### config.mk
export PLATFORM = sky130hd
export DESIGN_NAME = scan_chain_ctrl
export DESIGN_NICKNAME = d
export VERILOG_FILES = /design/src/rtl/scan_pkg.sv /design/src/rtl/scan_out_buf.sv /design/src/rtl/scan_chain_ctrl.sv
export SDC_FILE = /design/constraint.sdc
export NUM_CORES = 1
export LEC_CHECK = 0
export ABC_CLOCK_PERIOD_IN_PS = 2300
export BUFFER_PORTS_ARGS = -buffer_cell sky130_fd_sc_hd__buf_2
export CORE_MARGIN = 5
export CORE_UTILIZATION = 50
export DETAILED_ROUTE_END_ITERATION = 10
export GPL_TIMING_DRIVEN = 0
export PLACE_DENSITY = 0.76
export SYNTH_ARGS = -nofsm -noshare
export SYNTH_HDL_FRONTEND = slang
export SYNTH_SLANG_ARGS = --single-unit
### constraint.sdc
create_clock -name aclk -period 2.3 [get_ports aclk]
set_input_delay 0.23 -clock aclk [delete_from_list [all_inputs] [get_ports aclk]]
set_output_delay 0.23 -clock aclk [all_outputs]
set_load 0.01 [all_outputs]
### src/rtl/scan_pkg.sv
// Shared types for the scan chain controller.
//   scan_mode_t  : command encodings carried on cmd_mode
//   scan_state_t : controller FSM states
//   mode_needs_in / mode_needs_out : which streams a mode consumes/produces
package scan_pkg;

   typedef enum logic [1:0] {
      MODE_EXCHANGE = 2'b00,
      MODE_ROTATE   = 2'b01,
      MODE_LOAD     = 2'b10,
      MODE_DUMP     = 2'b11
   } scan_mode_t;

   typedef enum logic [1:0] {
      ST_IDLE  = 2'b00,
      ST_LEAD  = 2'b01,
      ST_SHIFT = 2'b10,
      ST_DRAIN = 2'b11
   } scan_state_t;

   function automatic logic mode_needs_in(input scan_mode_t m);
      return (m == MODE_EXCHANGE) || (m == MODE_LOAD);
   endfunction

   function automatic logic mode_needs_out(input scan_mode_t m);
      return (m != MODE_LOAD);
   endfunction

endpackage

### src/rtl/scan_out_buf.sv
// One-deep valid/ready output register for captured scan beats.
// Ports:
//   aclk, areset        : clock, async active-high reset
//   cap_valid, cap_data : load request and data (only asserted when the slot
//                         is free or being drained this cycle)
//   out_ready           : downstream accept
//   out_valid, out_data : registered beat
module scan_out_buf #(
   parameter int W = 2
) (
   input  logic         aclk,
   input  logic         areset,
   input  logic         cap_valid,
   input  logic [W-1:0] cap_data,
   input  logic         out_ready,
   output logic         out_valid,
   output logic [W-1:0] out_data
);

   logic         valid_q, valid_d;
   logic [W-1:0] data_q, data_d;

   always_comb begin
      valid_d = valid_q;
      data_d  = data_q;
      if (cap_valid) begin
         valid_d = 1'b1;
         data_d  = cap_data;
      end else if (out_ready) begin
         valid_d = 1'b0;
      end
   end

   always_ff @(posedge aclk or posedge areset) begin
      if (areset) begin
         valid_q <= 1'b0;
         data_q  <= '0;
      end else begin
         valid_q <= valid_d;
         data_q  <= data_d;
      end
   end

   assign out_valid = valid_q;
   assign out_data  = data_q;

endmodule

### src/rtl/scan_chain_ctrl.sv
// Scan chain controller: shifts NUM_CHAINS chains of CHAIN_LEN flops in
// lockstep for one command, streaming bits in and/or captured bits out.
// Ports:
//   aclk, areset                     : clock, async active-high reset
//   cmd_valid/cmd_ready/cmd_mode     : command handshake
//   in_valid/in_ready/in_data        : bits shifted into the chains
//   out_valid/out_ready/out_data/out_last : bits captured from the chains
//   scan_enable, scan_ck_enable      : chain mode select and shift clock gate
//   scan_input, scan_output          : chain serial data
//   busy, done                       : status
//
// state    | meaning
// ST_IDLE  | waiting for a command, cmd_ready high
// ST_LEAD  | one setup cycle with scan_enable high, no shift
// ST_SHIFT | shifting, one bit per fire, CHAIN_LEN fires
// ST_DRAIN | waiting for the last captured beat to leave
module scan_chain_ctrl
   import scan_pkg::*;
#(
   parameter int NUM_CHAINS = 1,
   parameter int CHAIN_LEN  = 128
) (
   input  logic                  aclk,
   input  logic                  areset,
   input  logic                  cmd_valid,
   output logic                  cmd_ready,
   input  logic [1:0]            cmd_mode,
   input  logic                  in_valid,
   output logic                  in_ready,
   input  logic [NUM_CHAINS-1:0] in_data,
   output logic                  out_valid,
   input  logic                  out_ready,
   output logic [NUM_CHAINS-1:0] out_data,
   output logic                  out_last,
   output logic                  scan_enable,
   output logic                  scan_ck_enable,
   output logic [NUM_CHAINS-1:0] scan_input,
   input  logic [NUM_CHAINS-1:0] scan_output,
   output logic                  busy,
   output logic                  done
);

   localparam int             CW       = $clog2(CHAIN_LEN + 1);
   localparam logic [CW-1:0]  LAST_IDX = CW'(CHAIN_LEN - 1);

   scan_state_t   state_q, state_d;
   scan_mode_t    mode_q, mode_d;
   logic [CW-1:0] cnt_q, cnt_d;
   logic          scan_enable_q, scan_enable_d;
   logic          done_q, done_d;

   logic need_in, need_out, fire, drain_ok, last_fire;
   logic [NUM_CHAINS:0] buf_data;

   assign need_in  = mode_needs_in(mode_q);
   assign need_out = mode_needs_out(mode_q);

   // A shift only happens when the input beat is present (if consumed) and
   // the output slot can take the captured bit (if produced).
   assign fire = (state_q == ST_SHIFT)
               && (need_in  ? in_valid : 1'b1)
               && (need_out ? (!out_valid || out_ready) : 1'b1);

   assign last_fire = fire && (cnt_q == LAST_IDX);
   assign drain_ok  = !out_valid || out_ready;

   always_comb begin
      state_d = state_q;
      mode_d  = mode_q;
      cnt_d   = cnt_q;
      case (state_q)
         ST_IDLE: begin
            if (cmd_valid) begin
               state_d = ST_LEAD;
               mode_d  = scan_mode_t'(cmd_mode);
               cnt_d   = '0;
            end
         end
         ST_LEAD: state_d = ST_SHIFT;
         ST_SHIFT: begin
            if (fire) begin
               cnt_d = cnt_q + CW'(1);
               if (cnt_q == LAST_IDX) state_d = ST_DRAIN;
            end
         end
         ST_DRAIN: begin
            if (drain_ok) state_d = ST_IDLE;
         end
         default: state_d = ST_IDLE;
      endcase
      scan_enable_d = (state_d == ST_LEAD) || (state_d == ST_SHIFT);
      done_d        = (state_q == ST_DRAIN) && drain_ok;
   end

   always_ff @(posedge aclk or posedge areset) begin
      if (areset) begin
         state_q       <= ST_IDLE;
         mode_q        <= MODE_EXCHANGE;
         cnt_q         <= '0;
         scan_enable_q <= 1'b0;
         done_q        <= 1'b0;
      end else begin
         state_q       <= state_d;
         mode_q        <= mode_d;
         cnt_q         <= cnt_d;
         scan_enable_q <= scan_enable_d;
         done_q        <= done_d;
      end
   end

   // ROTATE feeds the outgoing bit back in so the chain ends unchanged.
   always_comb begin
      scan_input = '0;
      if (state_q == ST_SHIFT) begin
         case (mode_q)
            MODE_EXCHANGE, MODE_LOAD: scan_input = in_data;
            MODE_ROTATE:              scan_input = scan_output;
            default:                  scan_input = '0;
         endcase
      end
   end

   scan_out_buf #(.W(NUM_CHAINS + 1)) u_out_buf (
      .aclk      (aclk),
      .areset    (areset),
      .cap_valid (fire && need_out),
      .cap_data  ({last_fire, scan_output}),
      .out_ready (out_ready),
      .out_valid (out_valid),
      .out_data  (buf_data)
   );

   assign out_data       = buf_data[NUM_CHAINS-1:0];
   assign out_last       = buf_data[NUM_CHAINS];
   assign scan_enable    = scan_enable_q;
   assign scan_ck_enable = fire;
   assign in_ready       = fire && need_in;
   assign cmd_ready      = (state_q == ST_IDLE);
   assign busy           = (state_q != ST_IDLE);
   assign done           = done_q;

endmodule

==> metrics.yaml <==
flow_run:
  drv_cap: 0
clock_network:
  cts_sinks: 17
  h-tree-depth: 1
  hold_buffers: 0
  post_cts_buffers: 0
  clk_latency_ns: 0.29
  cts_resized: 0
  cts_buffers: 3
  cts_buffer_depth: 2
  root_buffer: "clkbuf_4"
  clk_pin_slew_worst_paths_ns: 0.09
  cts_tree: "yes"
critical_path:
  cp.arrival_ns: 1.62
  cpMostUsedCell: "buf_2"
  crit_start: "mode_q[0]"
  crit-reg2reg-launch: "state_q[0]"
  cp-start-kind: "flip-flop"
  criticalPathCategory: "reg -> out"
  slowest_stage: "dfrtp_1"
  crit_chain: "nor2b_2, o221ai_2, buf_2, nor2_1, buf_2"
  cpPeakStageDelay_ns: 0.48
  critPathCaptureType: "primary output"
  crit_required_ns: 2.07
  worstPathMaxFanout: 10
synth:
  avgSynthCellArea_um2: 10.01
  ys_ff_latch: 17
  synthCells: 79
  synth_fp_nets: 89
  ys_seq_area_share_pct: 53.80
  synth_xor_area_share_pct: 0
  synthDistinctLibCells: 25
  synth_area_um2: 790.8
  synth_top_family_by_area: "simple AND/OR/NAND/NOR gates"
  synth_compound_area_share_pct: 16.93
  synthAdderAreaFrac_pct: 1.582
  yosys.area_share.simple_pct: 21.04
  synth_mux_area_share_pct: 4.114
  ys_warn_count: 0
cells_and_area:
  stdcell_count: 117
  drive_gt1_share_pct: 25.74
  filler_cell_count: 125
  n_antenna_cell: 0
  nets: 112
  syn_to_final_growth_pct: 17.25
  design_area_um2: 927.1
detailed_routing:
  wl_per_cell_um: 13.45
  detail-route-antenna-nets: 0
  wl_met2_um: 734
  dr.pass1.iters: 4
  vias: 645
  wl_met3_um: 80
  drt_iter0_drc: 14
  highest_layer: "met4"
  totalWireLength_mm: 1.574
  wl_met1_um: 719
  drc: 0
  vias_per_cell: 5.513
global_route:
  grt_util_all_layers_pct: 14.39
  grt_antenna_before_repair: 0
  grt_pass1_wl_mm: 2.773
  grt_max_degree: 18
  grt_pass1_vias: 651
  overflow: 0
timing:
  clock.fmax_mhz: 540.1
  finalSetupTns_ns: 0
  grt_setup_unrepaired: "false"
  setup_violations: 0
  worst_pin_slew_ns: 0.6162
  holdWs_ns: -0.002762
  fin_skew_ns: 0.0007028
  hold_violations: 8
  final_max_slew_viol_count: 0
  slew_headroom_pct: 58.87
  post-route-period-util_pct: 80.50
  min_period_ns: 1.851
pwr:
  p_leak_nw: 0.4420
  peakVddDrop_uv: 567.9
  p_per_area_mw_per_mm2: 1125
die:
  dieHeight_um: 49.77
  initial_core_util_pct: 52.49
  rows: 14
  die_w_um: 49.77
  ios: 19
  coreArea_mm2: 0.001506
  die-area_mm2: 0.002477
placement:
  place_area_um2: 900.9
  place_inst: 113
  routabilityCongestion: 0.7601
  port_buffers: 18
  post-dp-hpwl_mm: 1.173
status:
  violations: "negative hold slack"
  status: "finished, violations left"
min_path:
  hold_class: "in -> async"
[metal layers]
layer	up-vias	global-route usage, %
met2	14	21.61
met3	5	3.614
met5	-	0
met4	0	8.734
met1	299	18.36
li1	327	-
[report_power, final]
part	switching, mW	leakage [nW]	internal [mW]
sequential	0.0699	0.220	0.384
combinational	0.254	0.207	0.175
clock	0.0917	0.0150	0.0675
total	0.416	0.442	0.627
[metrics by stage]
| step | utilization, % | power, mW | setup slack [ns] |
|---|---|---|---|
| 3_5_place_dp | 59.80 | 0.8868 | 0.7414 |
| 2_1_floorplan | - | 0.7435 | 0.8598 |
| 3_3_place_gp | 59.80 | 0.8756 | 0.7716 |
| 5_1_grt | 61.54 | 1.137 | 0.3025 |
| 6_report | 61.54 | 1.043 | 0.4486 |
| 4_1_cts | 61.54 | 1.054 | 0.4422 |
[cell families (layout without fill, tap and decap cells)]
| group | Yosys count | count (layout) |
|---|---|---|
| buf+inv | 5 | 27 |
| fa+ha+maj | 1 | 1 |
| simple gates | 34 | 34 |
| flops | 17 | 17 |
| compound gates | 19 | 19 |
| mux | 3 | 3 |
[registers in the layout, summed over array words and instances (netlist names)]
signal and flops:
scan_enable 1, state_q 2, u_out_buf.out_data 2, done 1, mode_q 2, cnt_q 8
u_out_buf.out_valid 1
[final timing paths]
check                                   endpoint  slack [ns]  cells after the start
setup reg to reg                        cnt_q[7]        0.70                      4
setup / recovery                        in_ready        0.45                      5
min in group aclk                      mode_q[0]        0.13                      3
hold reg to reg            u_out_buf.out_data[0]        0.51                      1
max in group asynchronous    u_out_buf.out_valid        1.91                      2
hold / removal                              done      -0.003                      2
[cell usage in the layout, fill, tap and decap left out]
cell type	instances
o21ai_0	3
and2b_1	1
nor2b_2	1
clkbuf_1	1
inv_1	4
clkbuf_4	3
nor2b_1	1
mux2_2	2
nand3_1	5
ha_1	1
mux2i_1	1
o221ai_2	1
a21oi_1	5
and2_0	1
o311ai_0	1
o31ai_1	4
nand2b_1	3
buf_2	19
nand2_1	13
or4_1	2
o211ai_1	3
nand4_1	1
o2bb2ai_1	1
o41ai_1	1
nor3_1	1
nor2_1	5
dfrtp_1	17
[cell usage after synthesis (all sizes together)]
cell type / n / area [µm²]
dfrtp: 17 / 425.4
or4: 2 / 15.01
nand2b: 3 / 18.77
a21oi: 5 / 25.02
o211ai: 3 / 22.52
mux2: 2 / 22.52
and2b: 1 / 7.510
nor2b: 2 / 15.02
and2: 1 / 6.260
o21ai: 3 / 15.01
buf: 1 / 5.000
mux2i: 1 / 10.01
o2bb2ai: 1 / 8.760
nor2: 5 / 18.77
nand4: 1 / 6.260
o311ai: 1 / 8.760
o31ai: 4 / 30.03
inv: 4 / 15.01
nand3: 5 / 25.02
o221ai: 1 / 15.01
nor3: 1 / 5.000
o41ai: 1 / 8.760
ha: 1 / 12.51
nand2: 13 / 48.80
[critical path: cells and delay by family (launching register included)]
family	cells	cell delay, ns
flops	1	0.48
buf+inv	2	0.42
compound gates	1	0.30
simple gates	2	0.14
[area by class of cell]
class | instances | area [µm²] | share of cell area [%]
timing repair buffer | 18 | 90.09 | 9.717
inverter | 4 | 15.01 | 1.619
multi-input combinational | 57 | 345.3 | 37.25
tap | 16 | 20.02 | 2.159
sequential | 17 | 425.4 | 45.88
buffer | 1 | 5.005 | 0.5398
clock buffer | 4 | 26.28 | 2.834
Note: power is estimated with default switching activity, not from simulation.
